==> src/rtl/ft_tx_packetizer.sv <==
// FFT-bin packetizer for the FT2232H synchronous-FIFO TX port: buffers bins as 64-bit frames
// and streams each frame as 8 bytes MSB first, stalling on TXE#.
module ft_tx_packetizer #(
  parameter int          CTR_WIDTH    = 10,
  parameter int          SAMPLE_WIDTH = 25,
  parameter int          FIFO_DEPTH   = 16,
  parameter logic [3:0]  SYNC_NIBBLE  = 4'hF
) (
  input  logic                          clk_i,
  input  logic                          rst_i,
  input  logic                          bin_valid_i,
  input  logic [CTR_WIDTH-1:0]          bin_ctr_i,
  input  logic [SAMPLE_WIDTH-1:0]       bin_re_i,
  input  logic [SAMPLE_WIDTH-1:0]       bin_im_i,
  input  logic                          ft_txe_n_i,
  output logic [7:0]                    ft_data_o,
  output logic                          ft_wr_n_o,
  output logic                          ft_rd_n_o,
  output logic                          ft_oe_n_o,
  output logic                          ft_siwua_n_o,
  output logic [$clog2(FIFO_DEPTH):0]   fifo_level_o,
  output logic                          busy_o,
  output logic                          overflow_o,
  output logic                          dbg_state_o
);

  localparam int AW = $clog2(FIFO_DEPTH);

  generate
    if (4 + CTR_WIDTH + 2 * SAMPLE_WIDTH != 64) begin : g_bad_frame_width
      $error("ft_tx_packetizer: 4+CTR_WIDTH+2*SAMPLE_WIDTH must equal 64");
    end
  endgenerate

  typedef enum logic {IDLE = 1'b0, SEND = 1'b1} state_t;

  state_t      state_q, state_d;
  logic [63:0] frame_q, frame_d;
  logic [2:0]  byte_idx_q, byte_idx_d;
  logic [7:0]  data_q, data_d;
  logic        wr_n_q, wr_n_d;
  logic        ovf_q, ovf_d;
  logic [AW:0] wr_ptr_q, wr_ptr_d;
  logic [AW:0] rd_ptr_q, rd_ptr_d;
  logic [63:0] mem_q [FIFO_DEPTH];

  logic [63:0] in_frame;
  logic [63:0] head;
  logic [AW:0] level;
  logic        empty, full, push, pop, accept;

  function automatic logic [7:0] byte_of(input logic [63:0] frame, input logic [2:0] idx);
    return frame[(7 - int'(idx)) * 8 +: 8];
  endfunction

  assign in_frame = {SYNC_NIBBLE, bin_ctr_i, bin_re_i, bin_im_i};
  assign head     = mem_q[rd_ptr_q[AW-1:0]];
  assign level    = wr_ptr_q - rd_ptr_q;
  assign empty    = (level == '0);
  assign full     = (level == (AW+1)'(FIFO_DEPTH));
  assign push     = bin_valid_i && !full;
  assign accept   = !wr_n_q && !ft_txe_n_i;

  always_comb begin
    state_d    = state_q;
    frame_d    = frame_q;
    byte_idx_d = byte_idx_q;
    data_d     = data_q;
    wr_n_d     = wr_n_q;
    pop        = 1'b0;
    case (state_q)
      IDLE: begin
        wr_n_d = 1'b1;
        if (!empty) begin
          pop        = 1'b1;
          frame_d    = head;
          byte_idx_d = 3'd0;
          data_d     = byte_of(head, 3'd0);
          wr_n_d     = 1'b0;
          state_d    = SEND;
        end
      end
      SEND: begin
        if (accept) begin
          if (byte_idx_q != 3'd7) begin
            byte_idx_d = byte_idx_q + 3'd1;
            data_d     = byte_of(frame_q, byte_idx_q + 3'd1);
          end else if (!empty) begin
            // Back-to-back: next frame's byte0 follows byte7 with no idle cycle.
            pop        = 1'b1;
            frame_d    = head;
            byte_idx_d = 3'd0;
            data_d     = byte_of(head, 3'd0);
          end else begin
            byte_idx_d = 3'd0;
            wr_n_d     = 1'b1;
            state_d    = IDLE;
          end
        end
      end
      default: begin
        state_d = IDLE;
        wr_n_d  = 1'b1;
      end
    endcase
    wr_ptr_d = wr_ptr_q + (AW+1)'(push);
    rd_ptr_d = rd_ptr_q + (AW+1)'(pop);
    // A drop while full is sticky even if a pop frees a slot in the same cycle.
    ovf_d    = ovf_q || (bin_valid_i && full);
  end

  always_ff @(posedge clk_i or posedge rst_i) begin
    if (rst_i) begin
      state_q    <= IDLE;
      frame_q    <= '0;
      byte_idx_q <= '0;
      data_q     <= '0;
      wr_n_q     <= 1'b1;
      ovf_q      <= 1'b0;
      wr_ptr_q   <= '0;
      rd_ptr_q   <= '0;
    end else begin
      state_q    <= state_d;
      frame_q    <= frame_d;
      byte_idx_q <= byte_idx_d;
      data_q     <= data_d;
      wr_n_q     <= wr_n_d;
      ovf_q      <= ovf_d;
      wr_ptr_q   <= wr_ptr_d;
      rd_ptr_q   <= rd_ptr_d;
    end
  end

  always_ff @(posedge clk_i) begin
    if (push) begin
      mem_q[wr_ptr_q[AW-1:0]] <= in_frame;
    end
  end

  assign ft_data_o    = data_q;
  assign ft_wr_n_o    = wr_n_q;
  assign ft_rd_n_o    = 1'b1;
  assign ft_oe_n_o    = 1'b1;
  assign ft_siwua_n_o = 1'b1;
  assign fifo_level_o = level;
  assign busy_o       = (state_q == SEND);
  assign overflow_o   = ovf_q;
  assign dbg_state_o  = state_q;

endmodule

==> config.mk <==
export PLATFORM = sky130hd
export DESIGN_NAME = ft_tx_packetizer
export DESIGN_NICKNAME = d
export VERILOG_FILES = /design/src/rtl/ft_tx_packetizer.sv
export SDC_FILE = /design/constraint.sdc
export NUM_CORES = 1
export LEC_CHECK = 0
export BUFFER_PORTS_ARGS = -buffer_cell sky130_fd_sc_hd__buf_2
export CORE_UTILIZATION = 30
export CTS_CLUSTER_SIZE = 25
export DETAILED_ROUTE_END_ITERATION = 12
export PLACE_DENSITY = 0.45
export SLEW_MARGIN = 20
export SYNTH_ARGS = -nofsm -noshare
export SYNTH_HDL_FRONTEND = slang
export SYNTH_SLANG_ARGS = --single-unit
==> constraint.sdc <==
create_clock -name clk_i -period 12.8 [get_ports clk_i]
set_clock_uncertainty 0.1 [all_clocks]
set_input_delay 2.56 -clock clk_i [delete_from_list [all_inputs] [get_ports clk_i]]
set_output_delay 2.56 -clock clk_i [all_outputs]
set_load 0.02 [all_outputs]
# Yosys cells after proc, flatten, opt, wreduce, memory -nomap -nowiden
# Memories as Yosys holds them, arrays and structs flattened.
# Index checks and enable logic that the tools add are counted.
dict set report word_totals {
  reg_bits 88
  mem_bits_rw 960
  inputBits 64
  out_inout_bits 20
  elab_cells 59
  memories 1
}
dict set report classes {
  n_addsub 5
  n_eq_ne 6
  shift 1
  mux 26
  bitwise_logic 1
  n_reduce_logical 11
}
# name depth width read_ports rd_clocked_by_memory_dff write_ports line
set mem_list {}
lappend mem_list {mem_q 16 60 1 0 1 45} ;# logic [63:0] mem_q [FIFO_DEPTH];
# operator count
set ops {}
lappend ops {{$mux 64} 3}
lappend ops {{$pmux 64 s2} 1}
lappend ops {{$shiftx 64x7->8} 1}
lappend ops {{$mux 8} 3}
lappend ops {{$pmux 8 s2} 1}
lappend ops {{$mux 1} 11}
lappend ops {{$add 5x1->5} 2}
lappend ops {{$mux 3} 3}
lappend ops {{$pmux 1 s2} 3}
lappend ops {{$pmux 3 s2} 1}
lappend ops {{$eq 5x5->1 const B} 1}
lappend ops {{$logic_not 5->1} 1}
lappend ops {{$sub 5x5->5} 1}
lappend ops {{$ne 2x1->1 const B} 2}
lappend ops {{$ne 2x2->1 const B} 2}
lappend ops {{$reduce_and 2->1} 2}
lappend ops {{$sub 3x3->4 const A} 1}
lappend ops {{$add 3x1->3 const B} 1}
lappend ops {{$logic_and 1x1->1} 3}
lappend ops {{$logic_not 1->1} 3}
lappend ops {{$ne 3x3->1 const B} 1}
lappend ops {{$reduce_and 3->1} 1}
lappend ops {{$logic_or 1x1->1} 1}
lappend ops {{$not 1->1} 1}

# Depth between registers and ports, before layout
dict set report depth {
  depth_word 7
  ltp_mapped 15
}

# Least setup slack after synthesis
# Ideal clock, no wire load.
dict set report synth_timing {
  kind {input port to flip-flop}
  from {input bin_valid_i}
  to {memory mem_q[0][0] (netlist name) (enable)}
  setup_ps 647
  t_arrival_ps 8954
  t_required_ps 12053
  slack_ps 3099
  path_stages 2
  cell_sequence {o21ai_0 -> nor4b_1}
}
dict set report synth_via {
  elab_chain_len 3
}
# element line
set synth_lines {}
lappend synth_lines {{start: declaration} 11} ;# input logic bin_valid_i,
lappend synth_lines {{$logic_and 1x1->1} 61} ;# assign push = bin_valid_i && !full;
lappend synth_lines {{$mux 1} 135} ;# if (push) begin
lappend synth_lines {{$mux 1 (implied by the code)} 136} ;# mem_q[wr_ptr_q[AW-1:0]] <= in_frame;
lappend synth_lines {{end: declaration} 45}
# No other way between the ends.

# Worst setup path in the final report
dict set report layout_timing {
  from {register rd_ptr_q[1]}
  to {output fifo_level_o[4]}
}
dict set report layout_via {
  elab_chain_len 1
}
# element line
set layout_lines {}
lappend layout_lines {{start: declaration} 44} ;# logic [AW:0] rd_ptr_q, rd_ptr_d;
lappend layout_lines {{start signal: assignment} 130} ;# rd_ptr_q <= rd_ptr_d;
lappend layout_lines {{$sub 5x5->5} 58} ;# assign level = wr_ptr_q - rd_ptr_q;
lappend layout_lines {{end: declaration} 21} ;# output logic [$clog2(FIFO_DEPTH):0] fifo_level_o,
# No other way between the ends.

==> qor.txt <==
CP max FO -> 57
Post-Syn Instances -> 1667
Fin crit period -> 5992 ps
# DRC -> 0
DRT antenna net count -> 0
Clock Tree Buf Depth -> 3
Hold Fails Final Rpt -> 0
Rows -> 133
R2r worst-path depth -> 8
Layout cell share with drive strength beyond 1 -> 34.93%
Initial antenna violation count -> 14
Core area -> 132100 um2
Starting Density -> 30.37%
Cts bufs inserted -> 113
Clock tree root driver cell -> clkbuf_16
Initial DRC count -> 1746
Netlist cell types -> 45
Setup violations, final -> 0
Crit Path Class -> flop to output pin
Actual slew at the worst max-slew pin -> 1093 ps
CP Depth -> 6
Crit path buffers/inverters -> 2
Num Clock Sinks -> 1045
Synth Area in Adders -> 0.3617%
Hold buffer count at cts -> 0
Top_reg_cell synth -> edfxtp_1
Total track usage -> 14.71%
Slew HR -> 27.15%
Clock network power share -> 29.8%
Avg Vias per Cell -> 4.886
GRT overflow -> 0
PwrDens -> 224.3 nW/um2
Post-CTS Setup Bufs -> 0
Crit path cell chain -> fa_1, nand2b_1, a21oi_1, xor2_2, inv_2, buf_2
CTS tree -> built
R2r setup slk -> 7750 ps
Commonest non-fill, non-tap cell in the layout -> edfxtp_1
Vias -> 17890
Xor and xnor fraction of the mapped netlist area -> 0.2370%
CP arrival -> 3330 ps
P_sw -> 0.003108 W
Fmax -> 0.1669 GHz
Hold WS -> 365.4 ps
Gates resized, CTS repair -> 0
Area Growth Syn to Fin -> 15.20%
Multiplexer area fraction after synthesis -> 19.12%
Post-Synth Simple-Gate Area -> 0.7578%
Maximum VDD drop -> 0.1495 mV
Combinational share of power -> 27.2%
Io pins -> 84
Vias in the first global route -> 18790
Max Cap Viol -> 0
Area of the mapped netlist -> 40120 um2
Max Slew Vio Count -> 0
Post-Route WL -> 98.57 mm
Worst skew pair latency -> 710 ps
Die height -> 367.7 um
Post-synthesis sequential area ratio -> 77.15%
EDFF count, synth -> 960
FF+latch area -> 30970 um2
Worst path top cell family by delay -> flip-flops
First-pass GRT wire length -> 142.2 mm
CP Capture Type -> output pin
Fin util -> 34.98%
Count of state elements after synthesis -> 1045
CP max stage delay -> 820 ps
Hold Path Stages -> 1
DP Wirelength -> 55.50 mm
Largest family of logic cells by synthesized area -> multiplexers
Largest net degree at the start of global routing -> 129
Min-Delay Path Class -> flop to flop
Final Net Count -> 1884
Static Leak -> 14.60 nW
WP data required -> 10140 ps
Switch share -> 29.98%
Synth Area in Compound Gates -> 0.9511%
IO buf count -> 80
Pint -> 0.007259 W
H-tree levels -> 3
CP Launch Type -> flop
Die ar. -> 135200 um2
Drt wl/cell -> 26.92 um
Clock-pin slew on the worst setup and hold paths -> 60 ps
Sequential Power Share -> 43.0%
Routability cong. -> 0.7600
Unrepaired setup endpoints after global routing -> no
Footprint of the multi-input gates -> 8715 um2
Pre-antenna DRT Iters -> 5
Post-synth ARST share -> 8.134%
Die width -> 367.7 um
Tot Pwr -> 0.01037 W
Tcrit/Tclk final -> 46.81%
Setup TNS -> 0 ps
Post-Syn Area per Cell -> 24.07 um2
Most frequent cells in the layout -> edfxtp_1, mux4_2, clkbuf_16, dfrtp_1, buf_2
Fill cell count -> 12270
Slowest-stage cell, CP -> dfrtp_4
Status -> complete, no violations
Ys Warns -> 0
cell usage after synthesis (2+ instances only):
library cell,instances,area [um2]
edfxtp_1,960,28830
mux4_2,308,6937
dfrtp_1,84,2102
mux2_2,56,630.6
clkbuf_1,37,138.9
inv_1,23,86.33
nor2_1,20,75.07
buf_2,16,80.08
buf_4,14,105.1
a211oi_1,13,97.59
buf_1,13,48.80
ha_1,10,125.1
nor2b_1,10,62.56
buf_6,9,101.4
mux2i_1,8,80.08
nand2_1,8,30.03
o21ai_0,7,35.03
a21oi_1,6,30.03
nand3_1,5,25.02
xnor2_1,5,43.79
a221o_1,4,40.04
a22oi_1,4,30.03
a311oi_1,4,35.03
a31oi_1,4,25.02
xor2_1,4,35.03
nand2b_1,3,18.77
nand3b_1,3,22.52
nor3_1,3,15.01
nor4_1,3,18.77
o2111ai_1,3,26.28
a22o_1,2,17.52
and2_1,2,12.51
inv_2,2,7.510
mux2_1,2,22.52
nor4b_1,2,17.52
power by group through the flow:
stage | Combinational, W | Sequential, W | Clock (W)
after detailed placement | 0.00289 | 0.00454 | 0
after floorplan | 0.00201 | 0.00440 | 0
after CTS | 0.00290 | 0.00447 | 0.00318
after global routing | 0.00302 | 0.00451 | 0.00331
after global placement | 0.00287 | 0.00452 | 0
final | 0.00282 | 0.00446 | 0.00309
kinds of logic after synthesis:
group / Yosys count
multiplexers: 374
XOR/XNOR: 10
buffers and inverters: 114
AND/OR/NAND/NOR: 60
flip-flops: 1045
adder cells (fa/ha/maj): 11
AO/OA/AOI/OAI: 52
other: 1
layer usage:
metal  global-route usage (%)  share of wire [%]  vias to the layer above
met2                    22.48                 46                      471
met3                    2.812                5.5                      126
li1                         -                  -                     7406
met5                        0              0.027                        -
met4                    3.511                1.8                        4
met1                    21.61                 47                     9885
final timing paths:
check | from | end
setup / recovery | rd_ptr_q[1]$_DFF_PP0_ | fifo_level_o[4]
hold / removal | overflow_o$_DFF_PP0_ | overflow_o$_DFF_PP0_
setup reg to reg | rd_ptr_q[2]$_DFF_PP0_ | mem_q[11][24]$_DFFE_PP_
hold reg to reg | overflow_o$_DFF_PP0_ | overflow_o$_DFF_PP0_
max in group asynchronous | rst_i | rd_ptr_q[0]$_DFF_PP0_
min in group asynchronous | rst_i | frame_q[2]$_DFFE_PP0P_
registers in the layout (all words and copies together), names as in the netlist:
signal and cells:
frame_q 61, rd_ptr_q 5, busy_o 1, ft_wr_n_o 1, byte_idx_q 3, wr_ptr_q 5, ft_data_o 8, overflow_o 1
mem_q 960
cell type report:
cell class	instances	share of cell area, %
Clock buffer	155	6.678
Sequential cell	1045	67.00
Clock inverter	55	0.9691
Inverter	25	0.2139
Antenna cell	3	0.01624
Timing Repair Buffer	114	1.516
Tap cell	1755	4.751
Multi-Input combinational cell	510	18.85
per-stage QoR:
| step | instance area [um2] | worst slack (ps) | cells |
|---|---|---|---|
| after CTS | 46190 | 6720 | 3658 |
| after global routing | 46210 | 6640 | 3659 |
| after global placement | 42650 | 7506 | 3448 |
| final | 46220 | 6808 | 3662 |
| after detailed placement | 42660 | 7479 | 3448 |
| after floorplan | 40130 | 3099 | 1669 |
No activity file was read; power rests on OpenSTA's default activity.
